$ cat config.mk
export PLATFORM = sky130hd
export DESIGN_NAME = tff_mode_counter
export DESIGN_NICKNAME = d
export VERILOG_FILES = /design/src/rtl/tff_mode_counter.sv
export SDC_FILE = /design/constraint.sdc
export NUM_CORES = 1
export LEC_CHECK = 0
export CAP_MARGIN = 40
export CORE_AREA = 2 2 56 58
export CTS_BUF_LIST = sky130_fd_sc_hd__clkbuf_4
export DETAILED_ROUTE_END_ITERATION = 8
export DIE_AREA = 0 0 58 60
export HOLD_SLACK_MARGIN = 0.08
export MAX_ROUTING_LAYER = met4
export PLACE_DENSITY = 0.83
export REMOVE_ABC_BUFFERS = 1
export SETUP_SLACK_MARGIN = 0.1
export SLEW_MARGIN = 20
export SYNTH_ARGS = -nofsm -noshare
export SYNTH_HDL_FRONTEND = slang
export SYNTH_SLANG_ARGS = --single-unit
export TNS_END_PERCENT = 100
$ cat constraint.sdc
create_clock -name CLK -period 3.77 [get_ports CLK]
set_input_delay 0.754 -clock CLK [delete_from_list [all_inputs] [get_ports CLK]]
set_output_delay 0.754 -clock CLK [all_outputs]
set_load 0.01 [all_outputs]
$ cat src/rtl/tff_mode_counter.sv
// Mode-selectable counter built from a bank of T flip-flops (Q <= Q ^ T).
// Supports hold/up/down/load, a programmable wrap limit, terminal count and sticky wrap flag.
module tff_mode_counter #(
    parameter int unsigned          WIDTH     = 8,
    parameter logic [WIDTH-1:0]     RESET_VAL = '0
) (
    input  logic             CLK,
    input  logic             CLEAR_N,
    input  logic             EN,
    input  logic [1:0]       MODE,
    input  logic [WIDTH-1:0] D,
    input  logic [WIDTH-1:0] MAX,
    input  logic             CLR_WRAP,
    output logic [WIDTH-1:0] Q,
    output logic [WIDTH-1:0] T_VEC,
    output logic             TC,
    output logic             WRAP
);

    localparam logic [1:0] MODE_HOLD = 2'b00;
    localparam logic [1:0] MODE_UP   = 2'b01;
    localparam logic [1:0] MODE_DOWN = 2'b10;
    localparam logic [1:0] MODE_LOAD = 2'b11;

    logic [WIDTH-1:0] q_r;
    logic             wrap_r;
    logic [WIDTH-1:0] up_t_s;
    logic [WIDTH-1:0] dn_t_s;
    logic [WIDTH-1:0] q_next_s;
    logic [WIDTH-1:0] t_vec_s;
    logic             up_wrap_s;
    logic             dn_wrap_s;
    logic             tc_s;

    // Ripple toggle chains: bit i toggles when all lower bits are 1 (up) or 0 (down).
    always_comb begin
        logic up_run;
        logic dn_run;
        up_t_s = '0;
        dn_t_s = '0;
        up_run = 1'b1;
        dn_run = 1'b1;
        for (int i = 0; i < int'(WIDTH); i++) begin
            up_t_s[i] = up_run;
            dn_t_s[i] = dn_run;
            up_run    = up_run & q_r[i];
            dn_run    = dn_run & ~q_r[i];
        end
    end

    // Wrap conditions; a Q above MAX (after a load or MAX change) wraps in either direction.
    always_comb begin
        up_wrap_s = (q_r >= MAX);
        dn_wrap_s = (q_r == '0) || (q_r > MAX);
    end

    // Next-state selection and terminal count.
    always_comb begin
        q_next_s = q_r;
        tc_s     = 1'b0;
        if (EN) begin
            case (MODE)
                MODE_HOLD: begin
                    q_next_s = q_r;
                end
                MODE_UP: begin
                    if (up_wrap_s) begin
                        q_next_s = '0;
                        tc_s     = 1'b1;
                    end else begin
                        q_next_s = q_r ^ up_t_s;
                    end
                end
                MODE_DOWN: begin
                    if (dn_wrap_s) begin
                        q_next_s = MAX;
                        tc_s     = 1'b1;
                    end else begin
                        q_next_s = q_r ^ dn_t_s;
                    end
                end
                MODE_LOAD: begin
                    q_next_s = D;
                end
                default: begin
                    q_next_s = q_r;
                end
            endcase
        end else begin
            q_next_s = q_r;
        end
        t_vec_s = q_r ^ q_next_s;
    end

    // Counter bank: every bit is a T flip-flop driven by its toggle enable.
    always_ff @(posedge CLK) begin
        if (!CLEAR_N) begin
            q_r <= RESET_VAL;
        end else begin
            q_r <= q_r ^ t_vec_s;
        end
    end

    // Sticky wrap flag; a wrap on the same edge as a clear request wins.
    always_ff @(posedge CLK) begin
        if (!CLEAR_N) begin
            wrap_r <= 1'b0;
        end else if (tc_s) begin
            wrap_r <= 1'b1;
        end else if (CLR_WRAP) begin
            wrap_r <= 1'b0;
        end else begin
            wrap_r <= wrap_r;
        end
    end

    assign Q     = q_r;
    assign WRAP  = wrap_r;
    assign T_VEC = t_vec_s;
    assign TC    = tc_s;

endmodule

# Yosys cells after proc, flatten, opt, wreduce, memory -nomap -nowiden
# Cells that the tools add are included.
[op_classes]
reduce_logical = 4
n_lt_le_gt_ge = 2
bitwise_logic = 23
n_eq_ne = 3
muxes = 10
[ops]
columns = ["operator", "n"]
rows = [
  ["8-bit case mux with 4 select lines", 1],
  ["8-bit bitwise XOR", 4],
  ["8-bit 2-to-1 mux", 3],
  ["1-bit bitwise AND", 12],
  ["8-bit >= comparator", 1],
  ["8-bit greater-than comparator", 1],
  ["8-bit logical NOT", 1],
  ["1-bit inverter", 7],
  ["1-bit 2-to-1 mux", 5],
  ["2-bit == test (second input constant)", 2],
  ["2-bit by 1-bit == test with 1-bit output (second input constant)", 1],
  ["2-bit logical NOT", 1],
  ["1-bit case mux with 2 select lines", 1],
  ["2-bit nonzero test", 1],
  ["1-bit logical OR", 1],
]
[totals]
register_bits = 9
in_bits = 22
wordCells = 44
out_inout_bits = 18

# Longest topological paths before layout
[depth]
depth_word = 13
depth_mapped = 12
mapped_depth_nobuf = 12

# Worst setup path after synthesis
# No wires, ideal clock.
[synth_path]
kind = "register to output"
from = "register q_r[0] (netlist: Q[0])"
to = "output T_VEC[7]"
t_required_ns = 3.016
n_path_buf = 0
setup_slack_ns = 0.494
arrival_ns = 2.522
path_stages_with_launch = 13
cell_sequence = "dfxtp_1 inv_1 ha_1 ha_1 ha_1 ha_1 ha_1 ha_1 xor2_1 nand2_1 nor3_1 or3_1 o311a_1"
[synth_via]
elab_chain_len = 12
word_cells_on_any_way = 24
classes_between = "order compare (2); mux (4); bitwise (16); reduce/logical (2)"
[synth_rtl]
columns = ["item", "line", "rtl"]
rows = [
  ["start, declared", "25", "logic [WIDTH-1:0] q_r;"],
  ["start signal, assigned", "100", "q_r <= q_r ^ t_vec_s;"],
  ["1-bit inverter", "47", "dn_run = dn_run & ~q_r[i];"],
  ["1-bit bitwise AND (6 in a row)", "47", ""],
  ["8-bit bitwise XOR", "79", "q_next_s = q_r ^ dn_t_s;"],
  ["8-bit 2-to-1 mux", "75", "if (dn_wrap_s) begin"],
  ["8-bit case mux with 4 select lines *", "62", "case (MODE)"],
  ["8-bit 2-to-1 mux *", "61", "if (EN) begin"],
  ["8-bit bitwise XOR *", "92", "t_vec_s = q_r ^ q_next_s;"],
  ["end, declared", "15", "output logic [WIDTH-1:0] T_VEC,"],
]
# Mark *: on every way between the ends. The rest lies on a longest branch, timed or not.

# Final worst setup path
[layout_path]
from = "input MAX[7]"
to = "output T_VEC[7]"
[layout_via]
elab_chain_len = 6
word_cells_on_any_way = 8
classes_between = "order compare (2); mux (4); bitwise (1); reduce/logical (1)"
[layout_rtl]
columns = ["item", "line", "rtl"]
rows = [
  ["start, declared", "12", "input logic [WIDTH-1:0] MAX,"],
  ["8-bit greater-than comparator", "54", "dn_wrap_s = (q_r == '0) || (q_r > MAX);"],
  ["1-bit logical OR", "54", ""],
  ["8-bit 2-to-1 mux", "75", ""],
  ["8-bit case mux with 4 select lines *", "62", ""],
  ["8-bit 2-to-1 mux *", "61", ""],
  ["8-bit bitwise XOR *", "92", ""],
]
# Marks and branches as above.

==> results.sh <==
export IMPL_syn_inst=156
export IMPL_grt_antenna_before_repair=0
export IMPL_ys_seq_elements=9
export IMPL_crit_slowest_cell="or3_1"
export IMPL_r2r_setup_slack_ns=1.14
export IMPL_overflow=0
export IMPL_vias=1594
export IMPL_synth_area_um2=1260
export IMPL_drive_above_1_share_pct=45.6
export IMPL_grt_pass1_vias=1632
export IMPL_cts_clk_slew_worst_paths_ns=0.07
export IMPL_fin_skew_ns=0.00682
export IMPL_cts_buffers=3
export IMPL_critPathMaxFanout=4
export IMPL_wirelength_um=4740
export IMPL_dp_slack_ns=-0.581
export IMPL_synth_async_reset_ratio_pct=0
export IMPL_synth_top_cells_by_area="ha_1 (24%), dfxtp_1 (14%), a221oi_2 (7.1%)"
export IMPL_hp_class="reg2reg"
export IMPL_avgViaCountPerCell=5.82
export IMPL_wl_per_cell_um=17.3
export IMPL_min_period_over_period_pct=95.9
export IMPL_die_area_um2=3480
export IMPL_max_slew_margin_pct=71.8
export IMPL_synth_edff_count=0
export IMPL_start_util_pct=43.5
export IMPL_yosysTopAreaCell="ha_1"
export IMPL_grt_max_degree=10
export IMPL_required_ns=3.02
export IMPL_finalHoldViolCount=0
export IMPL_drt_pass1_iter_count=4
export IMPL_clock_sinks=9
export IMPL_pwr_density_cell_nw_per_um2=244
export IMPL_finalMaxSlewViolations=0
export IMPL_route_detailed_drc=0
export IMPL_maxCapViolations=0
export IMPL_core_area_um2=2900
export IMPL_outcome="finished clean"
export IMPL_fin_crit_ns=3.62
export IMPL_clock_latency_ns=0.28
export IMPL_fin_ws_ns=0.154
export IMPL_path_cells="clkbuf_2, inv_2, ha_4, nand4_1, nor2_2, o21ai_4, buf_4, o211a_1, or3_1, o311a_1, buf_2"
export IMPL_grt_first_pass_wirelength_um=7420
export IMPL_cts_hold_buf=0
export IMPL_synth_distinct_cells=39
export IMPL_syn2layout_area_growth_pct=75.6
export IMPL_fmax_ghz=0.277
export IMPL_worst_slew_pin_slew_ns=0.423
export IMPL_final_area_um2=2220
export IMPL_root_buffer="clkbuf_4"
export IMPL_grt_use_total_pct=29.4
export IMPL_htreeDepth=1
export IMPL_cts_tree="built"
export IMPL_cp_top_family="simple AND/OR/NAND/NOR gates"
export IMPL_rsz0062_at_grt="yes"
export IMPL_port_buffers=39
export IMPL_dpl_cell_area_um2=1950
export IMPL_crit_path_end_kind="output port"
export IMPL_synth_flop_cell="dfxtp_1"
export IMPL_avgSynthCellArea_um2=8.09
export IMPL_synth_warnings=0
export IMPL_first_iter_violations=33
export IMPL_place_gp_congestion=0.882
export IMPL_cts_path_max_buffers=2
export IMPL_path_buf_inv=4
export IMPL_holdWs_ns=0.598
export IMPL_critPathArrivalTime_ns=2.86
export IMPL_die_h_um=60
export IMPL_p_leak_nw=1.07
export IMPL_diodes=0
export IMPL_vdd_drop_max_uv=222
export IMPL_nNetsFinal=288
export IMPL_post_dp_hpwl_um=2960
export IMPL_ys_seq_area_share_pct=14.3
export IMPL_synthDominantCellAreaShare_pct=23.8
export IMPL_start_kind="input port"
export IMPL_die_w_um=58
export IMPL_critPathMaxStageDelay_ns=0.38
export IMPL_setup_viol=0
export IMPL_critPathKind="in2out"
export IMPL_io_pins=40
export IMPL_postRouteAntennaNets=0
export IMPL_rows=20
[worst paths after layout]
| check | start | to | depth (start not counted) |
|---|---|---|---|
| worst max register to register | Q[0] | Q[4] | 16 |
| worst min register to register | WRAP | WRAP | 2 |
| worst min-delay path | WRAP | WRAP | 2 |
| worst max-delay path | MAX[7] | T_VEC[7] | 11 |
[synth_stat cells, types with 2 or more instances]
cell      number
dfxtp_1        9
nor2b_1        2
nand4_1        3
o21ai_0       14
nor3_1         3
a21oi_2        2
xor2_1         2
a31oi_1        3
ha_1          24
o21a_1         3
nor2_1        15
a21oi_1       10
inv_1         23
nand3_1        5
nand2b_1       2
nand2_1        3
mux2_2         5
a221oi_2       6
o211a_1        2
[registers in the layout, summed over array words and instances, names as in the netlist]
signal / cells
WRAP: 1
Q: 8
[power breakdown]
part / switching (W) / internal, W
clock network: 0.0000459 / 0.0000483
registers: 0.0000120 / 0.000103
logic: 0.000160 / 0.000172
[repair_timing]
item	CTS	global route
buffers inserted	9	0
setup endpoints to repair	9	8
pin swaps	16	10
gates resized for setup	76	25
[through the flow]
stage | std cells | setup TNS, ns | power, W | utilization, %
6_report | 274 | 0 | 0.000541 | 76.4
5_1_grt | 274 | 0 | 0.000574 | 76.4
4_1_cts | 274 | 0 | 0.000521 | 76.0
3_5_place_dp | 261 | -4.45 | 0.000381 | 67.1
3_3_place_gp | 261 | -4.15 | 0.000373 | 67.1
2_1_floorplan | 152 | 0 | 0.000245 | -
[cell families (layout without fill, tap and decap cells)]
kind of cell / Yosys count / after routing / share of synthesized area [%]
multiplexers: 6 / 6 / 5.35
AND/OR/NAND/NOR: 40 / 40 / 17.2
XOR/XNOR: 2 / 2 / 1.39
adder cells (fa/ha/maj): 24 / 24 / 23.8
AO/OA/AOI/OAI: 48 / 48 / 29.2
buffers and inverters: 27 / 112 / 8.72
flip-flops: 9 / 9 / 14.3
[area by class of cell]
class | instances | area [um^2]
Clock buffer | 4 | 30.0
Sequential cell | 9 | 181
Timing Repair Buffer | 85 | 676
Tap cell | 33 | 41.3
Fill cell | 188 | 686
Multi-Input combinational cell | 120 | 1200
Inverter | 23 | 86.3
[per-layer routing]
layer / part of all wire [%] / up-vias / GRT usage [%] / routed length, um
met5: 0 / - / - / 0
met4: 5.0 / 0 / 16.3 / 236
met3: 7.2 / 25 / 8.23 / 339
met2: 50 / 83 / 51.3 / 2390
met1: 37 / 750 / 29.7 / 1770
li1: - / 736 / - / -
[worst register-to-register path, cell delays in order (launching register included)]
cell and delay (ns):
dfxtp_2 0.33, inv_1 0.06, buf_4 0.14, ha_1 0.27
nand4_1 0.17, nor2_2 0.21, o21ai_4 0.09, buf_4 0.15
nor3b_4 0.19, buf_6 0.19, a221oi_4 0.09, buf_4 0.14
buf_4 0.11, buf_4 0.11, buf_4 0.12, buf_4 0.12
nor2_1 0.09
[cell usage in the layout (no fill, tap or decap), types with 7 or more instances in the layout]
| master | Yosys | final |
|---|---|---|
| dfxtp_1 | 9 | 8 |
| inv_1 | 23 | 16 |
| ha_4 | 0 | 7 |
| nor2_1 | 15 | 14 |
| buf_4 | 0 | 43 |
| o21ai_0 | 14 | 10 |
| clkdlybuf4s50_1 | 0 | 22 |
| ha_1 | 24 | 14 |
| clkbuf_2 | 0 | 8 |
| a21oi_1 | 10 | 8 |
| inv_2 | 0 | 7 |
Note: power is estimated with default switching activity, not from simulation.
